`config.mk`:
```
export PLATFORM = sky130hd
export DESIGN_NAME = mem_port_arbiter_flat
export DESIGN_NICKNAME = d
export VERILOG_FILES = /design/src/rtl/mem_arb_pkg.sv /design/src/rtl/mem_port_arbiter_if.sv /design/src/rtl/mem_arb_grant.sv /design/src/rtl/mem_port_arbiter.sv /design/src/flat_wrapper.sv
export SDC_FILE = /design/constraint.sdc
export NUM_CORES = 1
export LEC_CHECK = 0
export ABC_CLOCK_PERIOD_IN_PS = 1750
export CAP_MARGIN = 20
export CORE_MARGIN = 2
export CORE_UTILIZATION = 36
export CTS_CLUSTER_SIZE = 12
export DETAILED_ROUTE_END_ITERATION = 12
export PLACE_DENSITY = 0.75
export SLEW_MARGIN = 40
export SYNTH_ARGS = -nofsm -noshare
export SYNTH_HDL_FRONTEND = slang
export SYNTH_SLANG_ARGS = --single-unit
```
`constraint.sdc`:
```
create_clock -name clk -period 1.75 [get_ports clk]
set_input_delay 0.2625 -clock clk [delete_from_list [all_inputs] [get_ports clk]]
set_output_delay 0.2625 -clock clk [all_outputs]
set_load 0.02 [all_outputs]
```
`src/rtl/mem_arb_pkg.sv`:
```
// Shared types and default widths for the two-requester memory port arbiter.
package mem_arb_pkg;

  localparam int DEF_ADDR_W = 8;
  localparam int DEF_DATA_W = 8;

  typedef enum logic [1:0] {
    IDLE,
    ACCESS,
    RDWAIT,
    RESP
  } arb_state_t;

  typedef struct packed {
    logic                  wr;
    logic [DEF_ADDR_W-1:0] addr;
    logic [DEF_DATA_W-1:0] wdata;
  } arb_req_t;

endpackage

```
`src/rtl/mem_port_arbiter_if.sv`:
```
// Requester-side bus of the memory port arbiter: two request channels and a shared read-response path.
interface mem_port_arbiter_if #(
  parameter int ADDR_W = 8,
  parameter int DATA_W = 8
);
  logic [1:0]        req_valid;
  logic [1:0]        req_ready;
  logic [1:0]        req_wr;
  logic [ADDR_W-1:0] req_addr0;
  logic [ADDR_W-1:0] req_addr1;
  logic [DATA_W-1:0] req_wdata0;
  logic [DATA_W-1:0] req_wdata1;
  logic [1:0]        rsp_valid;
  logic [DATA_W-1:0] rsp_rdata;

  modport master (
    output req_valid, req_wr, req_addr0, req_addr1, req_wdata0, req_wdata1,
    input  req_ready, rsp_valid, rsp_rdata
  );

  modport slave (
    input  req_valid, req_wr, req_addr0, req_addr1, req_wdata0, req_wdata1,
    output req_ready, rsp_valid, rsp_rdata
  );
endinterface

```
`src/rtl/mem_arb_grant.sv`:
```
// Combinational two-way grant selection. Round-robin on contention when MEM_ARB_ROUND_ROBIN_EN
// is defined, otherwise fixed priority with requester 0 winning.
module mem_arb_grant (
  input  logic [1:0] valid,
  input  logic       last,
  output logic [1:0] grant
);

`ifdef MEM_ARB_ROUND_ROBIN_EN
  // On contention the requester that did not win last time is served.
  always_comb begin
    grant = 2'b00;
    case (valid)
      2'b01:   grant = 2'b01;
      2'b10:   grant = 2'b10;
      2'b11:   grant = last ? 2'b01 : 2'b10;
      default: grant = 2'b00;
    endcase
  end
`else
  logic unused_last;
  assign unused_last = last;

  always_comb begin
    grant = 2'b00;
    if (valid[0])      grant = 2'b01;
    else if (valid[1]) grant = 2'b10;
  end
`endif

endmodule

```
`src/rtl/mem_port_arbiter.sv`:
```
// Two-requester arbiter for a single synchronous RAM port (1-cycle read latency).
// Arbitration policy selected by MEM_ARB_ROUND_ROBIN_EN (see mem_arb_grant).
module mem_port_arbiter
  import mem_arb_pkg::*;
#(
  parameter int ADDR_W = DEF_ADDR_W,
  parameter int DATA_W = DEF_DATA_W
) (
  input  logic              clk,
  input  logic              rst_n,
  mem_port_arbiter_if.slave req,
  output logic              mem_chipselect,
  output logic              mem_wr_en,
  output logic              mem_outenable,
  output logic [ADDR_W-1:0] mem_address,
  output logic [DATA_W-1:0] mem_data,
  input  logic [DATA_W-1:0] mem_dataout
);

  arb_state_t        state;
  logic [1:0]        grant;
  logic              last_grant;
  logic              owner;
  logic              wr_q;
  logic [1:0]        rsp_valid_q;
  logic [DATA_W-1:0] rsp_rdata_q;

  logic              sel;
  logic              sel_wr;
  logic [ADDR_W-1:0] sel_addr;
  logic [DATA_W-1:0] sel_wdata;

  mem_arb_grant u_grant (
    .valid (req.req_valid),
    .last  (last_grant),
    .grant (grant)
  );

  assign sel       = grant[1];
  assign sel_wr    = sel ? req.req_wr[1] : req.req_wr[0];
  assign sel_addr  = sel ? req.req_addr1 : req.req_addr0;
  assign sel_wdata = sel ? req.req_wdata1 : req.req_wdata0;

  // Ready is offered combinationally in IDLE so acceptance costs no extra cycle.
  assign req.req_ready = (rst_n && state == IDLE) ? grant : 2'b00;
  assign req.rsp_valid = rsp_valid_q;
  assign req.rsp_rdata = rsp_rdata_q;

  always_ff @(posedge clk or negedge rst_n) begin
    if (!rst_n) begin
      state          <= IDLE;
      last_grant     <= 1'b1;
      owner          <= 1'b0;
      wr_q           <= 1'b0;
      rsp_valid_q    <= 2'b00;
      rsp_rdata_q    <= '0;
      mem_chipselect <= 1'b0;
      mem_wr_en      <= 1'b0;
      mem_outenable  <= 1'b0;
      mem_address    <= '0;
      mem_data       <= '0;
    end else begin
      rsp_valid_q <= 2'b00;
      case (state)
        IDLE: begin
          if (grant != 2'b00) begin
            owner          <= sel;
            last_grant     <= sel;
            wr_q           <= sel_wr;
            mem_chipselect <= 1'b1;
            mem_wr_en      <= sel_wr;
            mem_outenable  <= !sel_wr;
            mem_address    <= sel_addr;
            mem_data       <= sel_wdata;
            state          <= ACCESS;
          end
        end
        ACCESS: begin
          mem_chipselect <= 1'b0;
          mem_wr_en      <= 1'b0;
          if (wr_q) begin
            mem_outenable <= 1'b0;
            state         <= IDLE;
          end else begin
            state <= RDWAIT;
          end
        end
        // RAM data is valid now, one cycle after the read access.
        RDWAIT: begin
          mem_outenable <= 1'b0;
          rsp_rdata_q   <= mem_dataout;
          rsp_valid_q   <= owner ? 2'b10 : 2'b01;
          state         <= RESP;
        end
        RESP: begin
          state <= IDLE;
        end
        default: begin
          state <= IDLE;
        end
      endcase
    end
  end

endmodule

```
`src/flat_wrapper.sv`:
```
// flat-port wrapper written by rule: the top's interface ports become plain ports
module mem_port_arbiter_flat import mem_arb_pkg::*;
#(
  parameter int ADDR_W = DEF_ADDR_W,
  parameter int DATA_W = DEF_DATA_W
)
  (clk, rst_n, mem_chipselect, mem_wr_en, mem_outenable, mem_address, mem_data, mem_dataout, req_req_valid, req_req_wr, req_req_addr0, req_req_addr1, req_req_wdata0, req_req_wdata1, req_req_ready, req_rsp_valid, req_rsp_rdata);
  mem_port_arbiter_if #(.ADDR_W(ADDR_W), .DATA_W(DATA_W)) req_i ();
  input  logic clk;
  input  logic rst_n;
  output logic mem_chipselect;
  output logic mem_wr_en;
  output logic mem_outenable;
  output logic [ADDR_W-1:0] mem_address;
  output logic [DATA_W-1:0] mem_data;
  input  logic [DATA_W-1:0] mem_dataout;
  input wire logic [$bits(req_i.req_valid)-1:0] req_req_valid;
  input wire logic [$bits(req_i.req_wr)-1:0] req_req_wr;
  input wire logic [$bits(req_i.req_addr0)-1:0] req_req_addr0;
  input wire logic [$bits(req_i.req_addr1)-1:0] req_req_addr1;
  input wire logic [$bits(req_i.req_wdata0)-1:0] req_req_wdata0;
  input wire logic [$bits(req_i.req_wdata1)-1:0] req_req_wdata1;
  output wire logic [$bits(req_i.req_ready)-1:0] req_req_ready;
  output wire logic [$bits(req_i.rsp_valid)-1:0] req_rsp_valid;
  output wire logic [$bits(req_i.rsp_rdata)-1:0] req_rsp_rdata;
  assign req_i.req_valid = req_req_valid;
  assign req_i.req_wr = req_req_wr;
  assign req_i.req_addr0 = req_req_addr0;
  assign req_i.req_addr1 = req_req_addr1;
  assign req_i.req_wdata0 = req_req_wdata0;
  assign req_i.req_wdata1 = req_req_wdata1;
  assign req_req_ready = req_i.req_ready;
  assign req_rsp_valid = req_i.rsp_valid;
  assign req_rsp_rdata = req_i.rsp_rdata;
  mem_port_arbiter #(.ADDR_W(ADDR_W), .DATA_W(DATA_W)) u_core (.clk(clk), .rst_n(rst_n), .req(req_i), .mem_chipselect(mem_chipselect), .mem_wr_en(mem_wr_en), .mem_outenable(mem_outenable), .mem_address(mem_address), .mem_data(mem_data), .mem_dataout(mem_dataout));
endmodule
```
* After elaboration in Yosys (flattened, before gate mapping)
Cells that the tools add are included.
Storage, ports and cells: input bits 46, register bits 33, word-level logic and storage cells 42, output and inout bits 31
Operators by class: equal/unequal tests 5, mux-type cells 18, reduce and logical (&&, ||, !) cells 9
Operators with widths (number):
- 8-bit 2-to-1 mux | 2
- 2-bit 2-to-1 mux | 7
- 2-bit case mux with 4 select lines | 1
- 1-bit 2-to-1 mux | 5
- 2-bit equality test, second input constant | 2
- 1-bit case mux with 2 select lines | 2
- 2-bit AND reduction | 2
- 2-bit nonzero test | 2
- 1-bit case mux with 3 select lines | 1
- 3-bit AND reduction | 1
- 3-bit nonzero test | 1
- 2-bit by 1-bit equality test with 1-bit output, second input constant | 1
- 2-bit logical NOT | 1
- 2-bit by 1-bit != test with 1-bit output, second input constant | 1
- 2-bit != test, second input constant | 1
- 1-bit logical AND | 1
- 1-bit logical NOT | 1

* Depth between registers and ports, before layout
depth after elaboration 6, gate-level depth with buffers 7

* Cells and area by module
From an unflattened synthesis, not the netlist that was laid out.
Unflattened totals: cell total of the unflattened synthesis 132, area, all modules 1567.8 um2
Modules (own cells, without submodules):
- mem_port_arbiter | times used 1, cells each 130, area an instance 1546.5 um2
- mem_arb_grant | times used 1, cells each 2, area an instance 21.3 um2

* Worst setup path before layout
OpenSTA, ideal clock, no wires.
path type register to register, start register u_core.state[0], end register with a tool-made name, buffers on the path 1, data arrival time 1.517 ns, path slack 0.108 ns, stages on the path, launching flop included 7, library setup time 0.125 ns, data required time 1.625 ns, path through dfrtp_1 -> inv_1 -> ha_1 -> buf_6 -> or3b_4 -> nand2_2 -> mux2_4
RTL lines:
- start: declaration | line mem_port_arbiter.sv:20 | arb_state_t state;
- start signal: assignment | line mem_port_arbiter.sv:51 | state <= IDLE;
- start signal: assignment | line mem_port_arbiter.sv:75 | state <= ACCESS;
- start signal: assignment | line mem_port_arbiter.sv:83 | state <= IDLE;

==> results.cfg <==
[die]
die_h_um = 68.8
start_util = 0.375
boundaryPins = 77
die_area_um2 = 4740
dieWidth_um = 68.8
core_area_um2 = 4030
fp-row-count = 23

[placed_design]
postPlaceCellArea_um2 = 2360
dp.cells = 259
io_buffers = 76
gp_congestion = 0.713
hpwlAfterDp_mm = 2.92

[detailed_routing]
finalWirelength_mm = 3.72
vias = 1253
route.met2.wl_mm = 1.81
wl_met1_mm = 1.51
met3WireLength_um = 325
viasPerCell = 4.69
first_iter_violations = 27
drtAntennaViolNets = 0
first_pass_iters = 4
drc_errors = 0
wl_per_cell_um = 13.9
highest_layer = met4

[clocking]
cts-root-buf = clkbuf_8
path_clk_slew_ps = 70
cts.htree.levels = 2
clock_latency_ps = 280
cts_buffer_depth = 2
clock-sinks = 33
cts_tree = done
holdBufCountCts = 0
cts_made_buffers = 5

[timing]
finalCriticalPeriod_ps = 1670
tightest_slew_ps = 482
max_slew_margin = 0.679
fmax_ghz = 0.599
min_period_over_period = 0.955
rsz0062_at_grt = false
setup_viol = 0
hold_viol_final = 0
fin_skew_ps = 4.26
timing.final.max_slew_violations = 0

[pwr]
p_leak_uw = 0.00113
seqPwrFrac = 0.331
power_frac_clock = 0.137
switching_share = 0.376
netSwitchingPower_uw = 1490
peakVddDrop_mv = 0.883
combPwrFrac = 0.532
intPower_uw = 2470
power.density_nw_per_um2 = 1610

[global_routing]
antenna_found_initial = 0
grt_max_degree = 27
overflow = 0
grt_pass1_wl_mm = 5.66
grt_pass1_vias = 1228
grt_util_all_layers = 0.164

[synth]
synth_flop_cell = dfrtp_1
ys_ff_latch = 33
yosysWarnings = 0
avgSynthCellArea_um2 = 11.8
syn_area_um2 = 1510
ys_types = 28
syn-num-nets = 178
yosysTopAreaCell = dfrtp_1
synthTopCellsByArea = dfrtp_1 (55%), mux2i_1 (11%), mux2_2 (6.0%), nand2_1 (4.5%), ha_1 (3.3%)
synth-async-reset-ratio = 1.00
seq_area_frac_synth = 0.546
netlist.area_leader.share = 0.546
syn_inst = 128
synth-edff-count = 0

[critical_path]
worstSetupStartpointType = register
worstSetupPathType = register to register
crit_arrival_ps = 1840
cp_max_fo = 5
crit_path_end_kind = register
cp_data_required_time_ps = 1920

[cells_and_area]
mostFrequentLayoutCell = clkdlybuf4s50_1
utilization = 0.611
antennaDiodeCount = 0
final_cell_area_um2 = 2460
nNetsFinal = 266
most-common-layout-cells = clkdlybuf4s50_1 (74), dfrtp_1 (33), nand2_1 (18)
multi_input_area_um2 = 618
syn2layout_area_growth_pct = 62.7
drive_above_1_share = 0.171
fill_cells = 343
final_cells = 267
seqCellArea_um2 = 826

[worst_hold_path]
hold_class = input pin to async pin

[outcome]
run_status = completed

[job]
cap_violations = 0
-- kinds of logic after synthesis --
| kind of cell | synth area share |
|---|---|
| compound gates | 0.102 |
| fa+ha+maj | 0.0331 |
| buf+inv | 0.0538 |
| flops | 0.546 |
| mux | 0.182 |
| simple gates | 0.0835 |
-- synth_stat cells (2+ instances only) --
cell type   n
buf_2       3
mux2i_1    17
a21oi_1     2
inv_1       5
dfrtp_1    33
ha_1        4
o21ai_1     9
nor2b_1     2
mux2_2      8
nand2_1    18
o211ai_1    2
buf_6       2
o21ai_0     8
-- metrics by stage --
| stage | setup TNS [ps] | hold slack, ps | total power [µW] | setup WS, ps |
|---|---|---|---|---|
| 3_5_place_dp | -357 | 443 | 3430 | -138 |
| 3_3_place_gp | -241 | 429 | 3340 | -122 |
| 4_1_cts | 0 | 359 | 3980 | 2.55 |
| 6_report | 0 | 362 | 3970 | 79.4 |
| 5_1_grt | 0 | 364 | 4240 | 21.7 |
| 2_1_floorplan | 0 | -33.1 | 2430 | 108 |
-- power by group through the flow --
stage          combinational (µW)  sequential, µW  clock, µW
2_1_floorplan                 719            1710          0
3_3_place_gp                 2030            1300          0
3_5_place_dp                 2100            1330          0
4_1_cts                      2100            1310        561
5_1_grt                      2270            1350        609
6_report                     2110            1310        545
-- critical path, stage by stage, from the launching register on --
cell and delay, ps:
dfrtp_1 390, inv_1 110, ha_4 160, buf_4 130
or3b_4 390, buf_4 160, a32o_1 220
-- flip-flops by register name, indices dropped and copies added (netlist names), named ones only --
name,count
u_core.req.rsp_valid,2
u_core.mem_data,8
u_core.mem_wr_en,1
u_core.mem_outenable,1
u_core.mem_address,8
u_core.req.rsp_rdata,8
u_core.mem_chipselect,1
u_core.state,1
u_core.wr_q,1
u_core.owner,1
-- per-layer routing --
layer	global-route usage	up-vias
li1	-	614
met1	0.198	579
met2	0.273	53
met3	0.0471	7
met4	0.0735	0
met5	0	-
-- path summary, 6_finish.rpt --
kind	startpoint	end	slack, ps	depth (start not counted)
worst max-delay path	register	u_core.mem_outenable	80	6
worst min-delay path	rst_n	u_core.req.rsp_rdata[7]	360	2
worst max register to register	register	u_core.mem_outenable	80	6
worst min register to register	u_core.owner	u_core.req.rsp_valid[0]	460	1
max in group asynchronous	rst_n	u_core.mem_data[1]	1130	2
min in group clk	u_core.owner	u_core.req.rsp_valid[0]	460	1
-- what timing repair did --
action / CTS / global route
endpoints found under the setup margin: 2 / 6
setup buffers: 0 / 0
gates resized for setup: 6 / 3
-- layout make-up --
cell class                 instances  share of cell area
clock buffer                       6              0.0295
timing repair buffer              88               0.347
sequential                        33               0.336
inverter                           5             0.00763
tap                               50              0.0254
clock inverter                     2             0.00407
multi-input combinational         83               0.251
No activity file was read; power rests on OpenSTA's default activity.
